--- config.mk ---
export PLATFORM = sky130hd
export DESIGN_NAME = writeback_stage
export DESIGN_NICKNAME = d
export VERILOG_FILES = /design/src/rtl/core_pkg.sv /design/src/rtl/wb_result_fifo.sv /design/src/rtl/writeback_stage.sv
export SDC_FILE = /design/constraint.sdc
export NUM_CORES = 1
export LEC_CHECK = 0
export ABC_AREA = 1
export CAP_MARGIN = 20
export CORE_ASPECT_RATIO = 2
export CORE_MARGIN = 4
export CORE_UTILIZATION = 42
export DETAILED_ROUTE_END_ITERATION = 12
export MAX_ROUTING_LAYER = met4
export PLACE_DENSITY = 0.67
export SLEW_MARGIN = 20
export SYNTH_ARGS = -nofsm -noshare
export SYNTH_HDL_FRONTEND = slang
export SYNTH_HIERARCHICAL = 1
export SYNTH_SLANG_ARGS = --single-unit
export TNS_END_PERCENT = 5
--- constraint.sdc ---
create_clock -name clk -period 4 [get_ports clk]
set_clock_uncertainty 0.05 [all_clocks]
set_input_delay 0.6 -clock clk [delete_from_list [all_inputs] [get_ports clk]]
set_output_delay 0.6 -clock clk [all_outputs]
set_load 0.01 [all_outputs]
--- src/rtl/core_pkg.sv ---
// Shared core definitions: register/data widths, load funct3 encodings,
// writeback source selection and the buffered execute-result entry.
package core_pkg;

  localparam int unsigned XLEN       = 32;
  localparam int unsigned REG_ADDR_W = 5;

  localparam logic [2:0] F3_LB  = 3'b000;
  localparam logic [2:0] F3_LH  = 3'b001;
  localparam logic [2:0] F3_LW  = 3'b010;
  localparam logic [2:0] F3_LBU = 3'b100;
  localparam logic [2:0] F3_LHU = 3'b101;

  typedef enum logic [1:0] {
    WB_SRC_NONE,
    WB_SRC_LOAD,
    WB_SRC_FIFO,
    WB_SRC_BYPASS
  } wb_src_e;

  typedef struct packed {
    logic [REG_ADDR_W-1:0] rd;
    logic [XLEN-1:0]       data;
  } wb_entry_t;

endpackage

--- src/rtl/wb_result_fifo.sv ---
// Synchronous in-order FIFO holding execute results that lost the
// writeback port to a load. DEPTH must be a power of two (>= 2) so the
// pointers wrap naturally.
module wb_result_fifo #(
  parameter int unsigned DEPTH = 2,
  parameter int unsigned WIDTH = 37
) (
  input  logic                       clk,
  input  logic                       reset_n,
  input  logic                       push,
  input  logic [WIDTH-1:0]           push_data,
  input  logic                       pop,
  output logic [WIDTH-1:0]           head_data,
  output logic [$clog2(DEPTH):0]     count,
  output logic                       full,
  output logic                       empty
);

  localparam int unsigned AW = $clog2(DEPTH);
  localparam int unsigned CW = AW + 1;

  logic [WIDTH-1:0] mem_q [DEPTH];
  logic [WIDTH-1:0] mem_d [DEPTH];
  logic [AW-1:0]    wr_ptr_q, wr_ptr_d;
  logic [AW-1:0]    rd_ptr_q, rd_ptr_d;
  logic [CW-1:0]    count_q,  count_d;
  logic             push_ok, pop_ok;

  assign full      = (count_q == CW'(DEPTH));
  assign empty     = (count_q == '0);
  assign count     = count_q;
  assign head_data = mem_q[rd_ptr_q];
  assign push_ok   = push && !full;
  assign pop_ok    = pop && !empty;

  // Next-state for storage, pointers and occupancy
  always_comb begin
    mem_d    = mem_q;
    wr_ptr_d = wr_ptr_q;
    rd_ptr_d = rd_ptr_q;
    if (push_ok) begin
      mem_d[wr_ptr_q] = push_data;
      wr_ptr_d        = wr_ptr_q + 1'b1;
    end
    if (pop_ok) begin
      rd_ptr_d = rd_ptr_q + 1'b1;
    end
    count_d = count_q + CW'(push_ok) - CW'(pop_ok);
  end

  // State registers; storage contents need no reset
  always_ff @(posedge clk) begin
    mem_q <= mem_d;
    if (!reset_n) begin
      wr_ptr_q <= '0;
      rd_ptr_q <= '0;
      count_q  <= '0;
    end else begin
      wr_ptr_q <= wr_ptr_d;
      rd_ptr_q <= rd_ptr_d;
      count_q  <= count_d;
    end
  end

endmodule

--- src/rtl/writeback_stage.sv ---
// Final RV32I pipeline stage: merges load responses and execute results
// into the single register-file write port. Loads always win; execute
// results that lose are buffered and retire in acceptance order.
module writeback_stage
  import core_pkg::*;
#(
  parameter int unsigned EX_FIFO_DEPTH = 2
) (
  input  logic                  clk,
  input  logic                  reset_n,
  input  logic                  ex_valid,
  output logic                  ex_ready,
  input  logic [REG_ADDR_W-1:0] ex_rd,
  input  logic [XLEN-1:0]       ex_data,
  input  logic                  ld_valid,
  input  logic [REG_ADDR_W-1:0] ld_rd,
  input  logic [2:0]            ld_funct3,
  input  logic [1:0]            ld_addr_lo,
  input  logic [XLEN-1:0]       ld_data,
  output logic                  wb_write_enable,
  output logic [REG_ADDR_W-1:0] wb_write_reg,
  output logic [XLEN-1:0]       wb_write_data,
  output logic                  wb_pending
);

  localparam int unsigned CW = $clog2(EX_FIFO_DEPTH) + 1;

  // Lane-select and extend a raw memory word according to the load type
  function automatic logic [XLEN-1:0] format_load(
    input logic [2:0]      f3,
    input logic [1:0]      addr_lo,
    input logic [XLEN-1:0] word
  );
    logic [7:0]  b;
    logic [15:0] h;
    b = word[{addr_lo, 3'b000} +: 8];
    h = addr_lo[1] ? word[31:16] : word[15:0];
    case (f3)
      F3_LB:   format_load = {{24{b[7]}}, b};
      F3_LBU:  format_load = {24'b0, b};
      F3_LH:   format_load = {{16{h[15]}}, h};
      F3_LHU:  format_load = {16'b0, h};
      default: format_load = word;
    endcase
  endfunction

  wb_src_e         wb_src;
  wb_entry_t       push_entry, head_entry;
  logic [CW-1:0]   fifo_count;
  logic            fifo_full, fifo_empty;
  logic            fifo_push, fifo_pop;
  logic            ex_accept, ex_live, ld_live;

  logic                  wb_we_q,   wb_we_d;
  logic [REG_ADDR_W-1:0] wb_reg_q,  wb_reg_d;
  logic [XLEN-1:0]       wb_data_q, wb_data_d;

  // Readiness depends only on registered occupancy and reset
  assign ex_ready  = reset_n & ~fifo_full;
  assign ex_accept = ex_valid & ex_ready;
  assign ex_live   = ex_accept & (ex_rd != '0);
  assign ld_live   = ld_valid & (ld_rd != '0);

  // Priority: load, then oldest buffered result, then same-cycle bypass
  always_comb begin
    wb_src = WB_SRC_NONE;
    if (ld_live) begin
      wb_src = WB_SRC_LOAD;
    end else if (!fifo_empty) begin
      wb_src = WB_SRC_FIFO;
    end else if (ex_live) begin
      wb_src = WB_SRC_BYPASS;
    end
  end

  assign fifo_push       = ex_live && (wb_src != WB_SRC_BYPASS);
  assign fifo_pop        = (wb_src == WB_SRC_FIFO);
  assign push_entry.rd   = ex_rd;
  assign push_entry.data = ex_data;

  wb_result_fifo #(
    .DEPTH (EX_FIFO_DEPTH),
    .WIDTH ($bits(wb_entry_t))
  ) u_fifo (
    .clk       (clk),
    .reset_n   (reset_n),
    .push      (fifo_push),
    .push_data (push_entry),
    .pop       (fifo_pop),
    .head_data (head_entry),
    .count     (fifo_count),
    .full      (fifo_full),
    .empty     (fifo_empty)
  );

  // Next write-port values; reg/data hold when no write is issued
  always_comb begin
    wb_we_d   = 1'b0;
    wb_reg_d  = wb_reg_q;
    wb_data_d = wb_data_q;
    case (wb_src)
      WB_SRC_LOAD: begin
        wb_we_d   = 1'b1;
        wb_reg_d  = ld_rd;
        wb_data_d = format_load(ld_funct3, ld_addr_lo, ld_data);
      end
      WB_SRC_FIFO: begin
        wb_we_d   = 1'b1;
        wb_reg_d  = head_entry.rd;
        wb_data_d = head_entry.data;
      end
      WB_SRC_BYPASS: begin
        wb_we_d   = 1'b1;
        wb_reg_d  = ex_rd;
        wb_data_d = ex_data;
      end
      default: ;
    endcase
  end

  // Registered write port
  always_ff @(posedge clk) begin
    if (!reset_n) begin
      wb_we_q   <= 1'b0;
      wb_reg_q  <= '0;
      wb_data_q <= '0;
    end else begin
      wb_we_q   <= wb_we_d;
      wb_reg_q  <= wb_reg_d;
      wb_data_q <= wb_data_d;
    end
  end

  assign wb_write_enable = wb_we_q;
  assign wb_write_reg    = wb_reg_q;
  assign wb_write_data   = wb_data_q;
  assign wb_pending      = (fifo_count != '0);

endmodule

### After elaboration in Yosys (flattened, before gate mapping)

Cells that the tools add are included.

* add/sub/neg operators: 4
* $lt $le $gt $ge: 3
* equality and inequality tests: 8
* shift operators: 1
* multiplexer cells: 14
* bitwise operators: 7
* reduce and logical (&&, ||, !) cells: 13

Operators with widths (number)
* $mux W37: 4
* $pmux W32 S4: 1
* $pmux W32 S3: 1
* $bwmux W74: 1
* $demux W37 S1: 1
* $shiftx A32 B6 Y8: 1
* $mux W16: 1
* $pmux W5 S3: 1
* $reduce_bool A5 Y1: 2
* $eq A2 B2 Y1 const B: 3
* $eq A3 B3 Y1 const B: 2
* $mux W2: 3
* $and A1 B1 Y1: 4
* $ge A2 B2 Y1 const B: 2
* $logic_and A1 B1 Y1: 4
* $not A1 Y2: 2
* $eq A3 B1 Y1 const B: 1
* $logic_not A3 Y1: 1
* $reduce_bool A3 Y1: 1
* $reduce_or A3 Y1: 1
* $add A1 B1 Y1 const B: 2
* $add A2 B1 Y2: 1
* $eq A2 B1 Y1 const B: 1
* $logic_not A1 Y1: 2
* 7 further kinds: 7

* flip-flop bits (word level): 116
* input bits: 83
* output and inout port bits: 40
* logic and storage cells: 58

### Longest topological paths before layout

* depth in word-level cells: 13
* mapped depth: 20
* depth with buffers taken out: 18

### Modules after synthesis

The synthesis kept the hierarchy.

Modules (own cells, without submodules)
* writeback_stage: times used 1, cells an instance 597, area each 3233.1 µm², sequential area each 760.7 µm²
* wb_result_fifo: times used 1, cells an instance 151, area each 2930.3 µm², sequential area each 2302.2 µm²

### Worst setup path after synthesis

OpenSTA, ideal clock, no wires.

* path kind: in2reg
* start point: input port reset_n
* end point: register u_fifo/mem_q[37] in the netlist's numbering (enable)
* library setup time: 0.431 ns
* arrival time: 3.040 ns
* data required time: 3.519 ns
* path slack: 0.479 ns
* cell stages on the path: 10
* buffers on the path: 3
* cells stage by stage: buf_4 nand2_2 nor2_2 nand2_2 buf_6 nor2_4 buf_6 nor2_1 nand2_1 nor2_1

* cells in the longest elaborated chain, start to end: 9

RTL lines
* from (decl): line writeback_stage.sv:10 `input logic reset_n,`
* $and A1 B1 Y1 (*): line writeback_stage.sv:59 `assign ex_ready = reset_n & ~fifo_full;`
* $and A1 B1 Y1 (*): line writeback_stage.sv:60 `assign ex_accept = ex_valid & ex_ready;`
* $and A1 B1 Y1 (*): line writeback_stage.sv:61 `assign ex_live = ex_accept & (ex_rd != '0);`
* $mux W2: line writeback_stage.sv:71 `end else if (ex_live) begin`
* $mux W2: line writeback_stage.sv:69 `end else if (!fifo_empty) begin`
* $mux W2: line writeback_stage.sv:67 `if (ld_live) begin`
* $ne A2 B2 Y1: line writeback_stage.sv:76 `assign fifo_push = ex_live && (wb_src != WB_SRC_BYPASS);`
* $logic_and A1 B1 Y1 (*): line writeback_stage.sv:76
* via fifo_push: line writeback_stage.sv:51 `logic fifo_push, fifo_pop;`
* $logic_and A1 B1 Y1 (*): line wb_result_fifo.sv:33 `assign push_ok = push && !full;`
* to (signal assigned): line wb_result_fifo.sv:53 `mem_q <= mem_d;`
* to (decl): line wb_result_fifo.sv:22 `logic [WIDTH-1:0] mem_q [DEPTH];`

Mark *: on every way through the listed nets, which the timed path passes. The rest lies on a longest branch.
A chain may end at the register's enable or synchronous reset.

### Worst setup path in the final report

* start point: input port ex_rd[2]
* end point: register u_fifo.count_q[1], in the netlist u_fifo/count[1]

* cells in the longest elaborated chain, start to end: 10
* elaborated cells between the ends (all ways): 12
* those cells by class: 2 x add/sub; 2 x eq/ne; 3 x mux; 1 x bitwise; 4 x reduce/logical

RTL lines
* from (decl): line writeback_stage.sv:13 `input logic [REG_ADDR_W-1:0] ex_rd,`
* $reduce_bool A5 Y1 (*): line writeback_stage.sv:61
* $and A1 B1 Y1 (*): line writeback_stage.sv:61
* $mux W2: line writeback_stage.sv:71
* $mux W2: line writeback_stage.sv:69
* $mux W2: line writeback_stage.sv:67
* $ne A2 B2 Y1: line writeback_stage.sv:76
* $logic_and A1 B1 Y1 (*): line writeback_stage.sv:76
* via fifo_push: line writeback_stage.sv:51
* $logic_and A1 B1 Y1 (*): line wb_result_fifo.sv:33
* $add A2 B1 Y2 (*): line wb_result_fifo.sv:48 `count_d = count_q + CW'(push_ok) - CW'(pop_ok);`
* $sub A2 B1 Y2 (*): line wb_result_fifo.sv:48
* to (signal assigned): line wb_result_fifo.sv:61 `count_q <= count_d;`
* to (decl): line wb_result_fifo.sv:26 `logic [CW-1:0] count_q, count_d;`

Marks and branches as above.

==> summary.txt <==
Placement
  – Post-place instance area: ~7500 um2
  – Setup WS pre-CTS: approximately 0.8 ns
  – Buffers on Ports: 122
  – Post-DP HPWL: between 10 and 15 mm
  – Routability cong.: 0.9090

Power
  – Total power per unit cell area: 462.0 nW/um2
  – Switching share of total power: 0.2860
  – P_int: between 0.002 and 0.003 W
  – Leakage power: approximately 3.5 nW
  – VDD IR max: roughly 320 uV
  – Reg power frac: 0.386
  – Clock power share: 0.395
  – Gate power share: 0.219
  – P_sw: around 0.0011 W

Synth
  – Synth area leaders: edfxtp_1 36%, dfxtp_1 14%, nand2_1 14%
  – Syn Nets: approximately 830
  – Netlist cell types: 28
  – YS warnings: 6
  – Synthesized area per cell: just over 8 um2
  – Post-Syn Area: roughly 6000 um2
  – Post-synth top area cell: edfxtp_1
  – Post-synth top area share: 0.3605
  – Synthesized flop and latch total: ~120
  – Synth Instances: 748
  – Sequential fraction of the synthesis area: 0.4970

Detailed routing
  – Avg Vias per Cell: 5.030
  – Vias: around 5400
  – Post-DRT Antenna Nets: 0
  – Wire per inst: ~17 um
  – DRT iter0 DRCs: around 300
  – WL final: 17.86 mm
  – DRC errors left: 0
  – Detailed Routing Iterations Pass 1: 5

CTS
  – Clk sink count: 116
  – Post-CTS sizing: 0
  – Root Buffer: clkbuf_16
  – Hold buffers post-CTS: 0
  – Buffer levels on the longest clock path: 2
  – Setup bufs post-CTS: 0
  – CTS tree: built
  – Clk_lat worst skew: 0.41 ns
  – H-tree levels: 4
  – Cts bufs inserted: 17
  – CTS clk-pin slew, worst paths: 0.06 ns

Worst hold path
  – Hold Crit Class: register to register

Timing
  – Slew HR: 0.4308
  – Max-slew violations: 0
  – Fin Hold WS: around 0.47 ns
  – RSZ-0062 raised after global routing: false
  – Setup TNS Final: 0 ns
  – Worst-margin pin slew: ~0.85 ns
  – Final period util: 0.6868
  – Final Hold Fails: 0
  – Setup-failing EPs final: 0
  – Fmax: between 300 and 400 MHz
  – Min cycle time layout: 2.747 ns
  – Post-route setup slack: roughly 1.3 ns

Die
  – Ports: approximately 120
  – Core area: 14350 um2
  – Die X: between 90 and 100 um
  – Die H: 179.3 um
  – Row count: 62
  – Die area: 16790 um2
  – Starting density of the core: 0.4295

Cells and area
  – Max reg flops: 74
  – Area Growth Syn to Fin: 30.41%
  – Register area: 3064 um2
  – Finished Cell Area: 8038 um2
  – Area of the multi-input gates: 2560 um2
  – Post-layout nets: 947
  – ANT cells: 0
  – Most frequent cells in the layout: 222 x nand2_1, 122 x clkdlybuf4s50_1, 81 x nor2_1, 78 x nand3_1, 74 x edfxtp_1
  – Fill cells: approximately 1300
  – Share of layout cells above drive strength 1: 0.1154
  – Final design utilization: 0.5601
  – Commonest non-fill, non-tap cell in the layout: nand2_1

Setup path
  – Endpoint type of the worst setup path: register
  – Arr. time, crit path: approximately 3 ns
  – Worst setup path category: primary input to register
  – Critical Path Fanout Max: 21
  – Startpoint types: primary input
  – Critical Path RT: between 4 and 5 ns

Job
  – MaxCap Viol Count: 0

Outcome
  – Status: finished clean

Global route
  – GR Overflow Total: 0
  – Largest net degree at the start of global routing: 48
  – Initial antenna violation count: 0
  – First-pass GRT wire length: roughly 28 mm
  – Vias in the first global route: 5419
  – GRT Total Usage: 0.2250
-- area by class of cell --
type,count,share of cell area
flip-flops and latches,116,0.3812
multi-input cells,519,0.3185
repair buffers,135,0.1656
clock buffers,19,0.05386
inverters,73,0.03409
well taps,192,0.02989
clock inverters,13,0.01681
-- kinds of logic (layout without fill, tap and decap cells) --
group	Yosys count	count (layout)	share of synthesized area
multiplexers	37	37	0.07247
buffers and inverters	113	240	0.08892
adder cells (fa/ha/maj)	2	2	0.004059
AND/OR/NAND/NOR	416	416	0.2850
flip-flops	116	116	0.4970
AO/OA/AOI/OAI	64	64	0.05258
-- critical path, stage by stage --
cell and delay (ns):
clkdlybuf4s50_1 0.46, nor2_1 0.17, nand3_1 0.14, nand2_2 0.40
nor2_4 0.07, nor2_1 0.16, nand2_1 0.14, ha_1 0.30
inv_1 0.04, ha_1 0.18, inv_1 0.05, nand2_1 0.06
a21oi_1 0.16, nor2_1 0.06
-- power groups by stage --
stage / combinational [W] / sequential (W) / clock (W)
after global routing: 0.000903 / 0.00144 / 0.00153
after floorplan: 0.000443 / 0.00147 / 0
after global placement: 0.000814 / 0.00146 / 0
final: 0.000814 / 0.00143 / 0.00147
after CTS: 0.000824 / 0.00143 / 0.00148
after detailed placement: 0.000818 / 0.00146 / 0
-- path summary, 6_finish.rpt --
kind              cells after the start            start               to  slack (ns)
setup reg to reg                     16  u_fifo/count[0]  u_fifo/count[1]        1.42
setup / recovery                     14         ex_rd[2]  u_fifo/count[1]        1.25
hold reg to reg                       2  wb_write_reg[0]  wb_write_reg[0]        0.47
hold / removal                        2  wb_write_reg[0]  wb_write_reg[0]        0.47
-- per-stage QoR --
stage                     power [W]  cells
after floorplan            0.001917    748
after global placement     0.002270   1035
after detailed placement   0.002275   1035
after CTS                  0.003738   1067
after global routing       0.003881   1067
final                      0.003713   1067
-- synth_stat cells (all sizes together) --
| cell | count |
|---|---|
| a21oi | 28 |
| o21ai | 36 |
| nand3 | 79 |
| nor2 | 85 |
| nand2 | 231 |
| nand4 | 2 |
| inv | 73 |
| buf | 32 |
| nor3 | 18 |
| clkbuf | 8 |
| edfxtp | 74 |
| ha | 2 |
| dfxtp | 42 |
| mux2 | 37 |
| or2 | 1 |
-- per-layer routing --
| layer | GRT usage | vias up | part of all wire | routed length (um) |
|---|---|---|---|---|
| li1 | - | 2673 | - | - |
| met1 | 0.2539 | 2464 | 0.39 | 6885 |
| met2 | 0.3980 | 196 | 0.54 | 9565 |
| met3 | 0.03906 | 34 | 0.053 | 946 |
| met4 | 0.07836 | 0 | 0.026 | 460 |
| met5 | - | - | 0 | 0 |
Power figures use the tool's default switching activity.
==> RTL change 1: new RTL, same flow settings <==
Change the parameter `EX_FIFO_DEPTH` from 2 to 4.
--- a/src/rtl/writeback_stage.sv
+++ b/src/rtl/writeback_stage.sv
@@ -6,3 +6,3 @@
 #(
-  parameter int unsigned EX_FIFO_DEPTH = 2
+  parameter int unsigned EX_FIFO_DEPTH = 4
 ) (
Behaviour: not the same (a bounded check fails within 4 cycles, from zero or initial values and one cycle with reset_n low).
==> RTL change 1 against the unedited design <==
  * Synthesized cell count is 35% higher
  * First-iteration DRC count rose by 110%
  * Clock power is 10% higher
  * Worst setup slack lost 0.27 ns
  * Sequential cell count is 77 higher
  * Area after synthesis increased by 49%
  * Combinational power is 150% higher
  * Maximum frequency fell by 9.1%
  * Cell area rose by 38%
  * Power grew 66%
  * Wire length grew 46%
  * Largest cell class unchanged
  * Highest routed layer unchanged
==> RTL change 1: results <==
{
  "grt_use_met3_pct": 3.92,
  "rrSetupSlack_ns": 0.98,
  "drtIter0Drc": 622,
  "critPathLaunch": "u_fifo/count[1]",
  "wirelength_met1_um": 10100,
  "cts_setup_buffers": 0,
  "peakVddDrop_mv": 0.354,
  "ys_types": 35,
  "muxShareOfSynthArea_pct": 0,
  "routedWlPerCell_um": 18.5,
  "antenna_found_initial": 1,
  "tightestPinTransition_ns": 0.782,
  "power.internal_uw": 4000,
  "synth.top_cells.by_area": "edfxtp_1, dfxtp_1, nand2_1",
  "synth_compound_area_share_pct": 9.87,
  "ys_seq_area_share_pct": 58.3,
  "synth-edff-count": 148,
  "wl_met2_um": 13200,
  "worstSetupStartpointType": "flip-flop",
  "place_congestion": 1.03,
  "track_usage_pct": 22.0,
  "clk_latency_ns": 0.44,
  "grt_use_met2_pct": 36.7,
  "place_hpwl_um": 18300,
  "leakage_uw": 0.00450,
  "reg2reg_from": "u_fifo/count[1]",
  "cp_max_fo": 6,
  "highest_layer": "met4",
  "r2r_end": "u_fifo/count[2]",
  "critPathSlowestCell": "dfxtp_1",
  "synth-adder-area-share_pct": 1.04,
  "grt_pass1_vias": 7200,
  "routed-wl-met3_um": 1460,
  "grt_max_degree": 77,
  "synth_nets": 1099,
  "synth_commonest_cells": "nand2_1, nor2_1, edfxtp_1, inv_1, o21ai_0",
  "largest_register_ffs": 148,
  "status": "complete, no violations",
  "drive_gt1_share_pct": 6.90,
  "grtUsageMet1_pct": 25.2,
  "viasPerCell": 5.24,
  "arrival_ns": 3.30,
  "grt_pass1_wl_um": 39900
}
RTL change 1: changes by cell type after synthesis, moves of 29 or more:
cell	before	now
edfxtp_1	74	148
o21ai_0	36	75
mux2_2	29	0
o21ai_1	0	30
nor2_1	82	155
o22ai_1	0	37
RTL change 1: through the flow:
step                      hold slack, ns  setup slack (ns)  instance area (um^2)  cells
after floorplan                    0.424             0.381                  9180   1009
after global placement             0.416             0.661                 10500   1371
after detailed placement           0.398             0.607                 10500   1371
final                              0.417             0.978                 11100   1404
after CTS                          0.417             0.960                 11100   1403
after global routing               0.435             0.665                 11100   1404
RTL change 1: how the worst min path moves through the flow:
stage                     depth (start not counted)         startpoint                 to  slack (ns)
after global placement                            2  wb_write_data[24]  wb_write_data[24]        0.42
after floorplan                                   2   wb_write_data[1]   wb_write_data[1]        0.42
final                                             2  wb_write_data[24]  wb_write_data[24]        0.42
after global routing                              2  wb_write_data[24]  wb_write_data[24]        0.43
after CTS                                         2  wb_write_data[24]  wb_write_data[24]        0.42
after detailed placement                          2  wb_write_data[24]  wb_write_data[24]        0.40
RTL change 1: power groups by stage:
stage	Sequential, uW	Clock [uW]	Combinational [uW]
after CTS	2510	1630	2030
after global routing	2530	1730	2220
after detailed placement	2550	0	2010
after floorplan	2590	0	1170
final	2510	1620	2020
after global placement	2560	0	2000
RTL change 1: area by class of cell:
class	count	area, um^2
sequential	193	5350
antenna	1	2.50
clock inverter	15	135
tap	273	342
clock buffer	17	425
multi-input combinational	678	3130
fill	1996	10400
timing repair buffer	145	1410
inverter	82	309
RTL change 1: kinds of logic after synthesis:
logic type / count (synthesis)
AND/OR/NAND/NOR: 501
AO/OA/AOI/OAI: 170
buffers and inverters: 138
flip-flops: 193
adder cells (fa/ha/maj): 7
==> RTL change 2: new RTL, config.mk and constraints unchanged <==
Without the edit above. Take the reset off `wb_data_q` and load it in a clocked block of its own.
--- a/src/rtl/writeback_stage.sv
+++ b/src/rtl/writeback_stage.sv
@@ -125,3 +125,2 @@
       wb_reg_q  <= '0;
-      wb_data_q <= '0;
     end else begin
@@ -129,4 +128,7 @@
       wb_reg_q  <= wb_reg_d;
-      wb_data_q <= wb_data_d;
     end
+  end
+
+  always_ff @(posedge clk) begin
+    wb_data_q <= wb_data_d;
   end
Check against the original RTL: not equivalent (a bounded check fails within 4 cycles, from zero or initial values and one cycle with reset_n low).
==> RTL change 2 against the unedited design <==
  * Power up 4.3%
  * Clock power up 11%
  * Global-route usage down 1.6 points
  * Sequential cell count unchanged
  * Register-to-register slack better by 0.09 ns
  * Hold slack better by 0.013 ns
  * Cell area down 3.9%
  * Maximum frequency down 7.2%
  * Area after synthesis down 6.4%
  * Non-clock buffer count down 6
  * Combinational power down 13%
  * Wire length down 12%
  * Worst setup slack worse by 0.21 ns
  * Critical path type unchanged
==> RTL change 2: results <==
{
  "first_pass_iters": 6,
  "ys_seq_area_share_pct": 58.6,
  "r2r_cells": 13,
  "place_congestion": 0.868,
  "comb_cell_power_uw": 708,
  "status": "complete, no violations",
  "vias": 4522,
  "critPathLaunch": "ld_addr_lo[1]",
  "synth.avg_cell_area_um2": 10.2,
  "fin_cells": 854,
  "grt_pass1_vias": 4771,
  "cp_max_fo": 24,
  "track_usage_pct": 20.9,
  "grt_max_degree": 40,
  "swShare_pct": 25.5,
  "synth_commonest_cells": "nand2_1, edfxtp_1, nand3_1, inv_1, nor2_1",
  "fmax_ghz": 0.338,
  "largest_register_ffs": 74,
  "antenna_found_initial": 1,
  "tightestPinTransition_ns": 1.10,
  "nets": 770,
  "hold_depth": 2,
  "place_hpwl_um": 10900,
  "cpPeakStageDelay_ns": 0.85,
  "critical_path.top_delay_family": "buffers and inverters",
  "multi_input_area_um2": 2050,
  "routedWlPerCell_um": 18.3,
  "synth_nets": 649,
  "placed_cells": 821,
  "leakage_uw": 0.00313,
  "seqPwrFrac_pct": 39.6,
  "dpl_cell_area_um2": 7080,
  "fillers": 1123,
  "ys_types": 31,
  "synth-edff-count": 106,
  "endpoint": "wb_write_data[10]",
  "rrSetupSlack_ns": 1.51,
  "place_ws_ns": 0.659,
  "peakVddDrop_mv": 0.340,
  "drtIter0Drc": 315,
  "cts_buffers": 17,
  "powerDensity_nw_per_um2": 501,
  "holdCritPathClass": "reg -> reg",
  "synth.top_cells.by_area": "edfxtp_1, nand2_1, nand3_1",
  "reg2reg_from": "u_fifo/count[1]",
  "drive_gt1_share_pct": 14.8,
  "grt_pass1_wl_um": 24500
}
RTL change 2: cell count changes after synthesis, moves of 14 or more:
| cell | unedited run | this run |
|---|---|---|
| nand2_1 | 222 | 166 |
| nor2_1 | 82 | 34 |
| inv_1 | 70 | 35 |
| dfxtp_1 | 42 | 10 |
| edfxtp_1 | 74 | 106 |
| a21oi_1 | 27 | 9 |
| nor3_1 | 17 | 1 |
| o21ai_0 | 36 | 22 |
RTL change 2: area by class of cell:
class | count | share of cell area, %
well taps | 155 | 2.51
repair buffers | 129 | 16.8
clock buffers | 18 | 5.69
diodes | 1 | 0.0324
clock inverters | 14 | 2.62
inverters | 41 | 2.02
multi-input cells | 380 | 26.5
flip-flops and latches | 116 | 43.8
RTL change 2: kinds of logic (layout without fill, tap and decap cells):
family	count (synthesis)	in the layout	share of synthesized area, %
buffers and inverters	68	202	6.11
DFF	116	116	58.6
other	0	1	0
adders and majority gates	2	2	0.434
muxes	37	37	7.74
AOI/OAI and AO/OA	37	37	3.40
and+or+nand+nor	304	304	23.7
RTL change 2: worst min path at each step:
stage | start | endpoint | slack (ns)
after floorplan | u_fifo/wr_ptr_q | u_fifo/wr_ptr_q | 0.42
after global routing | wb_write_reg[2] | wb_write_reg[2] | 0.54
after global placement | wb_write_reg[2] | wb_write_reg[2] | 0.48
after detailed placement | wb_write_reg[2] | wb_write_reg[2] | 0.47
final | wb_write_reg[2] | wb_write_reg[2] | 0.49
after CTS | wb_write_reg[2] | wb_write_reg[2] | 0.49
RTL change 2: layer usage:
metal | track usage (%) | vias to the layer above | share of wire [%]
met5 | - | - | 0
met4 | 10.1 | 0 | 3.1
met3 | 4.65 | 35 | 5.1
met2 | 38.3 | 149 | 55
met1 | 20.5 | 2152 | 36
li1 | - | 2186 | -
